===== config.mk =====
export PLATFORM = sky130hd
export DESIGN_NAME = servo_ramp_scheduler
export DESIGN_NICKNAME = d
export VERILOG_FILES = /design/src/rtl/servo_pkg.sv /design/src/rtl/servo_ramp_scheduler_gray2bin.sv /design/src/rtl/servo_ramp_scheduler.sv
export SDC_FILE = /design/constraint.sdc
export NUM_CORES = 1
export LEC_CHECK = 0
export ABC_CLOCK_PERIOD_IN_PS = 6300
export CORE_UTILIZATION = 25
export DETAILED_ROUTE_END_ITERATION = 6
export PLACE_DENSITY = 0.49
export SETUP_SLACK_MARGIN = 0.05
export SLEW_MARGIN = 20
export SYNTH_ARGS = -nofsm -noshare
export SYNTH_HDL_FRONTEND = slang
export SYNTH_HIERARCHICAL = 1
export SYNTH_SLANG_ARGS = --single-unit

===== constraint.sdc =====
create_clock -name clk -period 6.3 [get_ports clk]
set_clock_uncertainty 0.15 [all_clocks]
set_input_delay 1.89 -clock clk [delete_from_list [all_inputs] [get_ports clk]]
set_output_delay 1.89 -clock clk [all_outputs]
set_load 0.005 [all_outputs]

===== src/rtl/servo_pkg.sv =====
`default_nettype none
// ============================================================================
//  Module      : servo_pkg
//  Description : Shared definitions for the servo ramp scheduler: default
//                datapath width, compare-value limits and FSM state type.
//  Revision    : 1.0 - initial release
// ============================================================================
package servo_pkg;

  localparam int W_DEFAULT = 8;

  // PWM compare limits; a lane is never driven outside [MIN_CVR, MAX_CVR]
  // once INIT has run, so the PWM never reaches 0 % or 100 % duty.
  localparam logic [7:0] MAX_CVR = 8'hFE;
  localparam logic [7:0] MIN_CVR = 8'h01;

  typedef enum logic [1:0] {
    INIT  = 2'd0,
    IDLE  = 2'd1,
    SWEEP = 2'd2
  } state_t;

endpackage : servo_pkg
`default_nettype wire


===== src/rtl/servo_ramp_scheduler_gray2bin.sv =====
`default_nettype none
// ============================================================================
//  Module      : gray2bin
//  Description : Combinational Gray-code to binary converter. Binary bit i is
//                the XOR reduction of all Gray bits from the MSB down to i.
//  Revision    : 1.0 - initial release
// ============================================================================
module gray2bin #(
  parameter int W = 8
) (
  input  logic [W-1:0] gray_in,
  output logic [W-1:0] bin_out
);

  // Each output bit is computed from the inputs only, so there is no ripple
  // through other output bits.
  for (genvar i = 0; i < W; i++) begin : g_bit
    assign bin_out[i] = ^gray_in[W-1:i];
  end

endmodule : gray2bin
`default_nettype wire


===== src/rtl/servo_ramp_scheduler.sv =====
`default_nettype none
// ============================================================================
//  Module      : servo_ramp_scheduler
//  Description : Time-multiplexed servo ramp scheduler. On each control tick
//                the block walks all channels, one per clock, and nudges each
//                enabled channel's PWM compare value one step toward its
//                target, clamped to [MIN_CVR, MAX_CVR].
//                Optional macro SERVO_GRAY_DECODE_EN: treat the measured
//                position lanes as Gray code and decode before subtracting.
//  Revision    : 1.0 - initial release
// ============================================================================
module servo_ramp_scheduler
  import servo_pkg::*;
#(
  parameter int NCH = 4,
  parameter int W   = W_DEFAULT,
  parameter int CHW = (NCH > 1) ? $clog2(NCH) : 1
) (
  input  logic               clk,
  input  logic               nrst,
  input  logic               tick,
  input  logic [NCH-1:0]     ch_en,
  input  logic [NCH*W-1:0]   cur,
  input  logic               tgt_wr,
  input  logic [CHW-1:0]     tgt_ch,
  input  logic [W-1:0]       tgt_data,
  output logic               tgt_rdy,
  output logic [NCH*W-1:0]   cvr,
  output logic               busy,
  output logic               sweep_done,
  output logic               overrun
);

  localparam logic [W-1:0]   C_MAX     = W'(MAX_CVR);
  localparam logic [W-1:0]   C_MIN     = W'(MIN_CVR);
  localparam logic [CHW-1:0] C_LAST_CH = CHW'(NCH - 1);

  state_t                  state_q, state_d;
  logic [CHW-1:0]          idx_q, idx_d;
  logic [NCH-1:0][W-1:0]   cvr_q, cvr_d;
  logic [NCH-1:0][W-1:0]   tgt_q, tgt_d;
  logic                    busy_q, busy_d;
  logic                    done_q, done_d;
  logic                    rdy_q, rdy_d;
  logic                    ovr_q, ovr_d;

  logic [NCH-1:0][W-1:0]   cur_arr;
  logic [W-1:0]            cur_sel;
  logic [W-1:0]            cur_bin;
  logic [W-1:0]            tgt_sel;
  logic [W-1:0]            cvr_sel;
  logic signed [W:0]       diff;
  logic                    step_up;
  logic                    step_dn;
  logic                    wr_ok;

  assign cur_arr = cur;
  assign cur_sel = cur_arr[idx_q];

`ifdef SERVO_GRAY_DECODE_EN
  gray2bin #(
    .W (W)
  ) u_gray2bin (
    .gray_in (cur_sel),
    .bin_out (cur_bin)
  );
`else
  assign cur_bin = cur_sel;
`endif

  // Shared ramp datapath for the channel currently in its slot. Both operands
  // are zero-extended by one bit so the signed difference cannot overflow.
  assign tgt_sel = tgt_q[idx_q];
  assign cvr_sel = cvr_q[idx_q];
  assign diff    = $signed({1'b0, tgt_sel}) - $signed({1'b0, cur_bin});
  assign step_up = !diff[W] && (diff != '0) && (cvr_sel < C_MAX);
  assign step_dn = diff[W] && (cvr_sel > C_MIN);

  // A write is only taken while the handshake shows ready (IDLE).
  assign wr_ok   = tgt_wr & rdy_q;

  // Next-state, datapath update and registered-output computation.
  always_comb begin
    state_d = state_q;
    idx_d   = idx_q;
    cvr_d   = cvr_q;
    tgt_d   = tgt_q;
    ovr_d   = ovr_q;
    done_d  = 1'b0;

    case (state_q)
      INIT: begin
        state_d = IDLE;
        for (int k = 0; k < NCH; k++) begin
          cvr_d[k] = C_MIN;
        end
        if (tick) begin
          ovr_d = 1'b1;
        end
      end

      IDLE: begin
        // The write lands on the same edge as a coincident tick, so the
        // first slot of the sweep already sees the new target.
        if (wr_ok && (int'(tgt_ch) < NCH)) begin
          tgt_d[tgt_ch] = tgt_data;
        end
        if (tick) begin
          state_d = SWEEP;
          idx_d   = '0;
        end
      end

      SWEEP: begin
        if (tick) begin
          ovr_d = 1'b1;
        end
        if (ch_en[idx_q]) begin
          if (step_up) begin
            cvr_d[idx_q] = cvr_sel + W'(1);
          end else if (step_dn) begin
            cvr_d[idx_q] = cvr_sel - W'(1);
          end
        end
        if (idx_q == C_LAST_CH) begin
          state_d = IDLE;
          idx_d   = '0;
          done_d  = 1'b1;
        end else begin
          idx_d = idx_q + CHW'(1);
        end
      end

      default: begin
        state_d = INIT;
        idx_d   = '0;
      end
    endcase

    busy_d = (state_d == SWEEP);
    rdy_d  = (state_d == IDLE);
  end

  // State and output registers; reset clears everything immediately.
  always_ff @(posedge clk or negedge nrst) begin
    if (!nrst) begin
      state_q <= INIT;
      idx_q   <= '0;
      cvr_q   <= '0;
      tgt_q   <= '0;
      busy_q  <= 1'b0;
      done_q  <= 1'b0;
      rdy_q   <= 1'b0;
      ovr_q   <= 1'b0;
    end else begin
      state_q <= state_d;
      idx_q   <= idx_d;
      cvr_q   <= cvr_d;
      tgt_q   <= tgt_d;
      busy_q  <= busy_d;
      done_q  <= done_d;
      rdy_q   <= rdy_d;
      ovr_q   <= ovr_d;
    end
  end

  assign cvr        = cvr_q;
  assign busy       = busy_q;
  assign sweep_done = done_q;
  assign tgt_rdy    = rdy_q;
  assign overrun    = ovr_q;

endmodule : servo_ramp_scheduler
`default_nettype wire


* Word-level counts from Yosys, hierarchy flattened
Cells that the tools add are included.
W data, S select, Z words.
** Operators by class
- Add/subtract/negate cells :: 4
- $lt $le $gt $ge :: 6
- Eq/ne operators :: 8
- Muxes and demuxes :: 27
- Bitwise gates (word level) :: 2
- Reduce and logical (&&, ||, !) cells :: 14
** Operator list (count)
- $bwmux W32 :: 3
- $mux W32 :: 3
- $pmux W32 S2 :: 1
- $bmux W8 S2 :: 3
- $mux W8 :: 5
- $demux W8 S2 :: 2
- $pmux W2 S3 :: 2
- $reduce_bool A9 Y1 :: 1
- $sub A8 B8 Y9 :: 1
- $add A8 B1 Y8 const B :: 1
- $gt A8 B1 Y1 const B :: 1
- $lt A8 B8 Y1 const B :: 1
- $mux W2 :: 4
- $sub A8 B1 Y8 const B :: 1
- $eq A2 B2 Y1 const B :: 3
- $lt A2 B3 Y1 const B :: 2
- $reduce_and A2 Y1 :: 3
- $logic_and A1 B1 Y1 :: 5
- $eq A2 B1 Y1 const B :: 2
- $ge A2 B1 Y1 const B :: 2
- $ne A2 B2 Y1 const B :: 2
- $mux W1 :: 3
- $ne A3 B3 Y1 const B :: 1
- $reduce_and A3 Y1 :: 1
- 8 further kinds :: 8
** Storage, ports and cells
- Bits in registers :: 72
- Input bits :: 50
- Output and inout bits :: 36
- Logic and storage cells :: 75

* Depth between registers and ports, before layout
Gate-level depths: netlist (run 1).
- Depth after elaboration :: 9
- Mapped depth :: 15
- Mapped depth without buffers :: 12

* Least setup slack after synthesis (run 1)
No wires, ideal clock.
- Path type :: input to register
- Start :: in cur[24]
- End :: reg cvr_q (netlist bit cvr[0])
- Library setup time :: 0.125 ns
- Arrival time :: 4.860 ns
- Required time :: 6.025 ns
- Setup slack :: 1.165 ns
- Stages on the path :: 11
- Buffers on the path :: 0
- Cells stage by stage :: mux4_2 -> ha_1 -> fa_1 -> nor2b_1 -> o22ai_1 -> mux2i_1 -> nor4_1 -> a211o_2 -> a21boi_4 -> a31oi_2 -> mux2_4
** Between the ends
- Longest elaborated chain between the ends :: 9
- Elaborated cells on any way between the ends :: 13
- Those cells by class :: add/sub (1); eq/ne (1); mux (5); reduce/logical (6)
** Ends and longest elaborated chain
- start, declared :: line servo_ramp_scheduler.sv:23 : input logic [NCH*W-1:0] cur,
- $bmux W8 S2 * :: line servo_ramp_scheduler.sv:58 : assign cur_sel = cur_arr[idx_q];
- $mux W8 (not written as such) * :: line servo_ramp_scheduler.sv:58
- $sub A8 B8 Y9 * :: line servo_ramp_scheduler.sv:75 : assign diff = $signed({1'b0, tgt_sel}) - $signed({1'b0, cur_bin});
- $reduce_bool A9 Y1 or $logic_not A1 Y1 (tied branches) :: line servo_ramp_scheduler.sv:76 : assign step_up = !diff[W] && (diff != '0) && (cvr_sel < C_MAX);
- $logic_and A1 B1 Y1 (2 in series) :: line servo_ramp_scheduler.sv:76
- $mux W32 :: line servo_ramp_scheduler.sv:119 : if (step_up) begin
- $mux W32 :: line servo_ramp_scheduler.sv:118 : if (ch_en[idx_q]) begin
- $pmux W32 S2 :: line servo_ramp_scheduler.sv:91 : case (state_q)
- end signal, assigned :: line servo_ramp_scheduler.sv:158 : cvr_q <= cvr_d;
- end, declared :: line servo_ramp_scheduler.sv:40 : logic [NCH-1:0][W-1:0] cvr_q, cvr_d;
Every way passes the cells marked *; elsewhere a longest branch is shown, timed or not. The select of a mux whose other input is x is not followed.
A chain may end at the register's enable or synchronous reset.

* Final worst setup path (run 1)
- Start :: in cur[24]
- End :: reg cvr_q (netlist bit cvr[8])
The elaborated chain is that of the path after synthesis.

==> results of run 1 <==
## flip-flops by register name (all words and copies together) (netlist names)
register / cells
tgt_q: 32
overrun: 1
cvr: 32
busy: 1
state_q: 2
tgt_rdy: 1
sweep_done: 1
idx_q: 2
## metal layers
layer,vias to the layer above,share of wire [%],wire [microns],global-route usage [%]
met5,-,0,0,0
met4,0,1.0,110,3.69
met3,6,5.5,601,3.22
met2,86,48,5300,22.1
met1,1512,45,4960,18.8
li1,1358,-,-,-
## path summary, 6_finish.rpt
check,slack (ns),start,cells past startpoint,end
max,0.80,cur[24],13,cvr[8]
min,0.33,overrun,1,overrun
max reg2reg,1.81,idx_q[1],13,cvr[8]
min reg2reg,0.33,overrun,1,overrun
max in group asynchronous,3.46,nrst,2,tgt_q[12]
min in group asynchronous,1.53,nrst,1,cvr[30]
## area by class of cell
| type | instances | area (sq um) | share of cell area (%) |
|---|---|---|---|
| sequential | 72 | 1800 | 32.9 |
| timing repair buffer | 89 | 876 | 16.0 |
| multi-input combinational | 209 | 2170 | 39.7 |
| clock inverter | 6 | 70.1 | 1.28 |
| tap | 216 | 270 | 4.94 |
| clock buffer | 10 | 229 | 4.18 |
| inverter | 14 | 52.6 | 0.960 |
## worst max-delay path: stages
cell and delay [ns]:
clkdlybuf4s50_1 0.39, mux4_2 0.48, ha_1 0.22, fa_1 0.40, nor2b_1 0.18, o22ai_1 0.12, mux2i_1 0.13, nor4_1 0.30
buf_4 0.18, a211o_2 0.21, a21boi_4 0.11, a31oi_2 0.62, mux2_4 0.35
## layout by cell type, fill, tap and decap left out, types with 3 or more instances in the layout
| master | netlist | routed |
|---|---|---|
| mux2_4 | 4 | 4 |
| a21o_1 | 4 | 4 |
| clkbuf_16 | 0 | 9 |
| a22o_1 | 30 | 30 |
| nor2_1 | 11 | 11 |
| mux4_2 | 18 | 18 |
| and3_1 | 3 | 3 |
| buf_4 | 0 | 4 |
| ha_1 | 15 | 15 |
| clkinvlp_4 | 0 | 3 |
| nand3_1 | 3 | 3 |
| a31oi_2 | 4 | 4 |
| xor2_1 | 7 | 7 |
| clkdlybuf4s50_1 | 0 | 84 |
| mux2i_1 | 5 | 5 |
| o21ai_0 | 4 | 4 |
| dfrtp_1 | 72 | 71 |
| inv_1 | 13 | 13 |
| a21oi_1 | 8 | 8 |
| mux2_2 | 32 | 32 |
| nand2_1 | 14 | 14 |
| xnor2_1 | 3 | 3 |
| nand4_1 | 3 | 3 |
| mux4_1 | 7 | 7 |
## where the power goes
part	leakage [nW]	internal, mW	total, mW	switching [mW]
registers	0.922	0.592	0.697	0.104
clock network	0.135	0.308	0.509	0.202
logic	1.23	0.610	1.29	0.675
total	2.29	1.51	2.49	0.981
## cells by family after synthesis
kind of cell | Yosys count | share of synthesized area [%]
AO/OA/AOI/OAI | 61 | 12.5
multiplexers | 66 | 26.0
flip-flops | 72 | 44.2
buffers and inverters | 24 | 2.52
adder cells (fa/ha/maj) | 16 | 5.10
XOR/XNOR | 10 | 2.15
AND/OR/NAND/NOR | 56 | 7.52
==> run_results.csv, run 1 <==
group,metric,value,unit
status,outcome,"complete, no violations",
place,gp_congestion,0.834,
timing,setup_violations,0,
logic_synthesis,synth_nets,371,
cts,cts_tree,"done",
timing,min_period,5.50,ns
detailed_routing,detail_route.wl_per_cell,17.8,microns
power_and_ir_drop,p_total,2.49,mW
detailed_routing,ant_nets,0,
place,hpwl,7.99,mm
logic_synthesis,synth-seq-area-share,44.2,%
logic_synthesis,synth.distinct_cells,48,
logic_synthesis,synthFlopType,"dfrtp_1",
power_and_ir_drop,peakVddDrop,0.196,mV
setup_path,cp_max_fo,8,
detailed_routing,routed_wl,11.0,mm
cts,clk_pin_slew,0.06,ns
cells_and_area,area_growth,34.4,%
logic_synthesis,async_flop_share,100,%
timing,tns,0,ns
power_and_ir_drop,p_leak,2.29,nW
floorplan,dieHeight,130,microns
global_route,overflow,0,
detailed_routing,drt_first_pass_iters,4,
cells_and_area,n_fill_cell,1578,
timing,finalHoldViolCount,0,
cts,cts_resized,0,
logic_synthesis,ys_warn_count,6,
logic_synthesis,synth_edf_count,0,
global_route,grt_pass1_wl,17.4,mm
cts,clk_path_buf_depth,2,
timing,report.final.slew_viol_count,0,
detailed_routing,drc,0,
logic_synthesis,ys_ff_latch,72,
global_route,antenna_found_initial,0,
detailed_routing,vias_per_cell,4.81,
global_route,gr-usage-all-layers,13.8,%
logic_synthesis,syn_area,4070,sq um
floorplan,rows,46,
cts,holdBufCountCts,0,
global_route,grt_pass1_vias,3039,
timing,fin_ws,0.796,ns
place,numPortBuffers,85,
logic_synthesis,syn_inst,305,
timing,worst-slew-pin-transition,0.895,ns
cts,cts_buffers,9,
timing,finalCritPeriodShare,87.4,%
cells_and_area,final_cells,616,
detailed_routing,route.vias.total,2962,
cells_and_area,final_core_util,34.5,%
logic_synthesis,yosysTopAreaCellShare,44.2,%
setup_path,startpoint_type,"primary input",
logic_synthesis,yosys.area.top_type,"dfrtp_1",
cts,root_buffer,"clkbuf_16",
timing,fin_hold_ws,0.327,ns
run,drv_cap,0,
place,place_ws,0.443,ns
floorplan,die_area,16800,sq um
cells_and_area,design_area,5480,sq um
floorplan,io_pins,86,
cts,worstSkewPairLatency,0.34,ns
logic_synthesis,synth_common_cells,"72 x dfrtp_1, 32 x mux2_2, 30 x a22o_1, 18 x mux4_2, 15 x ha_1",
logic_synthesis,ys_top_cells_by_area,"dfrtp_1 44%, mux4_2 10%, mux2_2 8.8%",
place,place_area,5180,sq um
place,place_inst,600,
detailed_routing,drt_iter0_markers,187,
setup_path,end_kind,"flip-flop",
setup_path,crit_type,"in -> reg",
setup_path,arrival,5.57,ns
cts,clock_sinks,72,
timing,fmax,0.182,GHz
timing,rsz0062_at_grt,"false",
power_and_ir_drop,cellPowerDensity,455,nW/um^2
cells_and_area,diodes,0,
floorplan,coreArea,15900,sq um
logic_synthesis,syn_avg_cell_area,13.4,sq um
cells_and_area,drive_above_1_share,22.8,%
cts,cts_setup_buffers,0,
cts,htree_levels,3,
logic_synthesis,yosysMostFrequentCell,"dfrtp_1",
cells_and_area,nets,461,
timing,relSlewSlack,40.3,%
setup_path,cp_data_required_time,6.37,ns
global_route,grt_max_degree,39,
floorplan,initial_core_util,25.6,%
floorplan,die_x,130,microns
hold_path,worstHoldPathType,"reg -> reg",
(Power assumes the default switching activity.)
==> run 2, diff against run 1 <==
--- a/config.mk
+++ b/config.mk
@@ -5,13 +5,13 @@
 export SDC_FILE = /design/constraint.sdc
 export NUM_CORES = 1
 export LEC_CHECK = 0
-export ABC_CLOCK_PERIOD_IN_PS = 6300
+export ABC_CLOCK_PERIOD_IN_PS = 6500
 export CORE_UTILIZATION = 25
 export DETAILED_ROUTE_END_ITERATION = 6
 export PLACE_DENSITY = 0.49
 export SETUP_SLACK_MARGIN = 0.05
-export SLEW_MARGIN = 20
 export SYNTH_ARGS = -nofsm -noshare
 export SYNTH_HDL_FRONTEND = slang
 export SYNTH_HIERARCHICAL = 1
 export SYNTH_SLANG_ARGS = --single-unit
+export TNS_END_PERCENT = 1
==> constraint.sdc (replaced) <==
create_clock -name clk -period 6.5 [get_ports clk]
set_clock_uncertainty 0.15 [all_clocks]
set_input_delay 1.95 -clock clk [delete_from_list [all_inputs] [get_ports clk]]
set_output_delay 1.95 -clock clk [all_outputs]
set_load 0.005 [all_outputs]
==> run_results.csv, run 2 (synthesized netlist as in run 1, its figures left out) <==
group,metric,value,unit
global_route,grt_pass1_wl,16.7,mm
detailed_routing,routed_wl,10.6,mm
setup_path,r2r-end,"cvr[16]",
setup_path,cp_max_fo,8,
run,drv_cap,0,
detailed_routing,vias_per_cell,4.75,
cts,root_buffer,"clkbuf_16",
floorplan,dieHeight,130,microns
cts,htree_levels,3,
cts,clock_sinks,72,
detailed_routing,drt_iter0_markers,156,
setup_path,crit_buf_inv,1,
timing,relSlewSlack,40.6,%
global_route,antenna_found_initial,0,
power_and_ir_drop,cellPowerDensity,442,nW/um^2
timing,finalCritPeriodShare,87.8,%
cells_and_area,layout_commonest_cell,"clkdlybuf4s50_1",
setup_path,crit_type,"in -> reg",
setup_path,cpLargestDelayFamily,"compound AO/OA/AOI/OAI gates",
place,gp_congestion,0.802,
timing,finalHoldViolCount,0,
detailed_routing,ant_nets,0,
status,outcome,"complete, no violations",
place,numPortBuffers,85,
cts,cts_tree,"done",
cts,worstSkewPairLatency,0.33,ns
hold_path,hold_end,"overrun",
timing,min_period,5.70,ns
detailed_routing,detail_route.wl_per_cell,17.3,microns
cts,cts_setup_buffers,0,
timing,fmax,0.175,GHz
floorplan,die_area,16800,sq um
setup_path,reg2reg_slack,1.85,ns
setup_path,critical_path.max_stage_delay,0.61,ns
place,place_area,5170,sq um
power_and_ir_drop,peakVddDrop,0.165,mV
cells_and_area,nets,460,
cells_and_area,design_area,5490,sq um
cts,cts_buffers,9,
power_and_ir_drop,p_leak,2.31,nW
timing,rsz0062_at_grt,"false",
timing,setup_violations,0,
floorplan,die_x,130,microns
timing,tns,0,ns
timing,worst-slew-pin-transition,0.887,ns
floorplan,rows,46,
floorplan,coreArea,15900,sq um
setup_path,end_kind,"flip-flop",
global_route,grt_pass1_vias,3073,
floorplan,initial_core_util,25.6,%
timing,report.final.slew_viol_count,0,
cells_and_area,diodes,0,
place,hpwl,7.96,mm
hold_path,min_from,"overrun",
setup_path,startpoint_type,"primary input",
setup_path,crit_chain,"clkdlybuf4s50_1 -> mux4_2 -> ha_1 -> fa_1 -> nor2b_1 -> o22ai_1 -> mux2i_1 -> nor4_1 -> a211o_2 -> a21boi_4 -> a31oi_2 -> mux2_4",
detailed_routing,drt_first_pass_iters,4,
setup_path,r2r-start,"idx_q[1]",
detailed_routing,route.vias.total,2914,
setup_path,cp_slowest_cell,"nor4_1",
hold_path,worstHoldPathType,"reg -> reg",
setup_path,arrival,5.77,ns
cts,cts_resized,0,
cts,clk_path_buf_depth,2,
hold_path,holdPathStages,1,
detailed_routing,drc,0,
setup_path,ff2ff_path_depth,12,
cells_and_area,drive_above_1_share,22.6,%
global_route,grt_max_degree,42,
cells_and_area,final_cell_mix,"84 x clkdlybuf4s50_1, 71 x dfrtp_1, 32 x mux2_2",
cts,clk_pin_slew,0.06,ns
cts,holdBufCountCts,0,
floorplan,io_pins,86,
setup_path,cp_data_required_time,6.56,ns
cells_and_area,area_growth,34.7,%
global_route,overflow,0,
global_route,gr-usage-all-layers,13.1,%
[run 2: cell types whose count changed in the layout (fill, tap and decap cells not counted)]
cell / change
buf_4: -1
clkinvlp_4: -2
clkinv_2: +1
bufinv_16: +1
clkbuf_8: +1
clkinv_4: -1
clkbuf_1: -1
[run 2: worst max path at each step]
stage | startpoint | to | slack [ns] | depth (start not counted)
2_1_floorplan | cur[24] | cvr[0] | 1.31 | 11
3_3_place_gp | cur[24] | cvr[16] | 0.47 | 12
3_5_place_dp | cur[0] | cvr[16] | 0.43 | 12
4_1_cts | cur[0] | cvr[16] | 0.80 | 12
5_1_grt | cur[0] | cvr[16] | 0.60 | 12
6_report | cur[0] | cvr[16] | 0.80 | 12
[run 2: cell type report]
| class | count | area, sq um |
|---|---|---|
| fillers | 1599 | 10400 |
| repair buffers | 88 | 868 |
| multi-input cells | 209 | 2170 |
| clock inverters | 5 | 81.3 |
| clock buffers | 10 | 239 |
| well taps | 216 | 270 |
| inverters | 14 | 52.6 |
| flip-flops and latches | 72 | 1800 |
[run 2: metal layers]
layer	global-route usage (%)	vias to the layer above	wire, microns	share of wire, %
met3	1.69	7	361	3.4
met4	4.10	0	78	0.74
met1	17.6	1490	4940	47
met5	0	-	0	0
li1	-	1357	-	-
met2	21.9	60	5210	49
[run 2: per-stage QoR]
step | total power [mW] | cells | hold WS, ns | utilization, % | worst slack [ns]
5_1_grt | 2.61 | 614 | 0.353 | 34.6 | 0.604
3_5_place_dp | 1.92 | 599 | 0.307 | 32.5 | 0.425
4_1_cts | 2.45 | 614 | 0.330 | 34.6 | 0.795
6_report | 2.42 | 614 | 0.320 | 34.6 | 0.796
3_3_place_gp | 1.91 | 599 | 0.297 | 32.5 | 0.470
2_1_floorplan | 1.58 | 305 | 0.301 | - | 1.31
[run 2: report_power, final]
part / switching, mW / internal [mW]
logic: 0.636 / 0.587
registers: 0.103 / 0.574
clock network: 0.181 / 0.344
==> run 3, diff against run 2 <==
--- a/config.mk
+++ b/config.mk
@@ -6,6 +6,7 @@
 export NUM_CORES = 1
 export LEC_CHECK = 0
 export ABC_CLOCK_PERIOD_IN_PS = 6500
+export CAP_MARGIN = 20
 export CORE_UTILIZATION = 25
 export DETAILED_ROUTE_END_ITERATION = 6
 export PLACE_DENSITY = 0.49
==> results of run 3 <==
The final DEF is identical to that of run 2; final timing and power are the same.
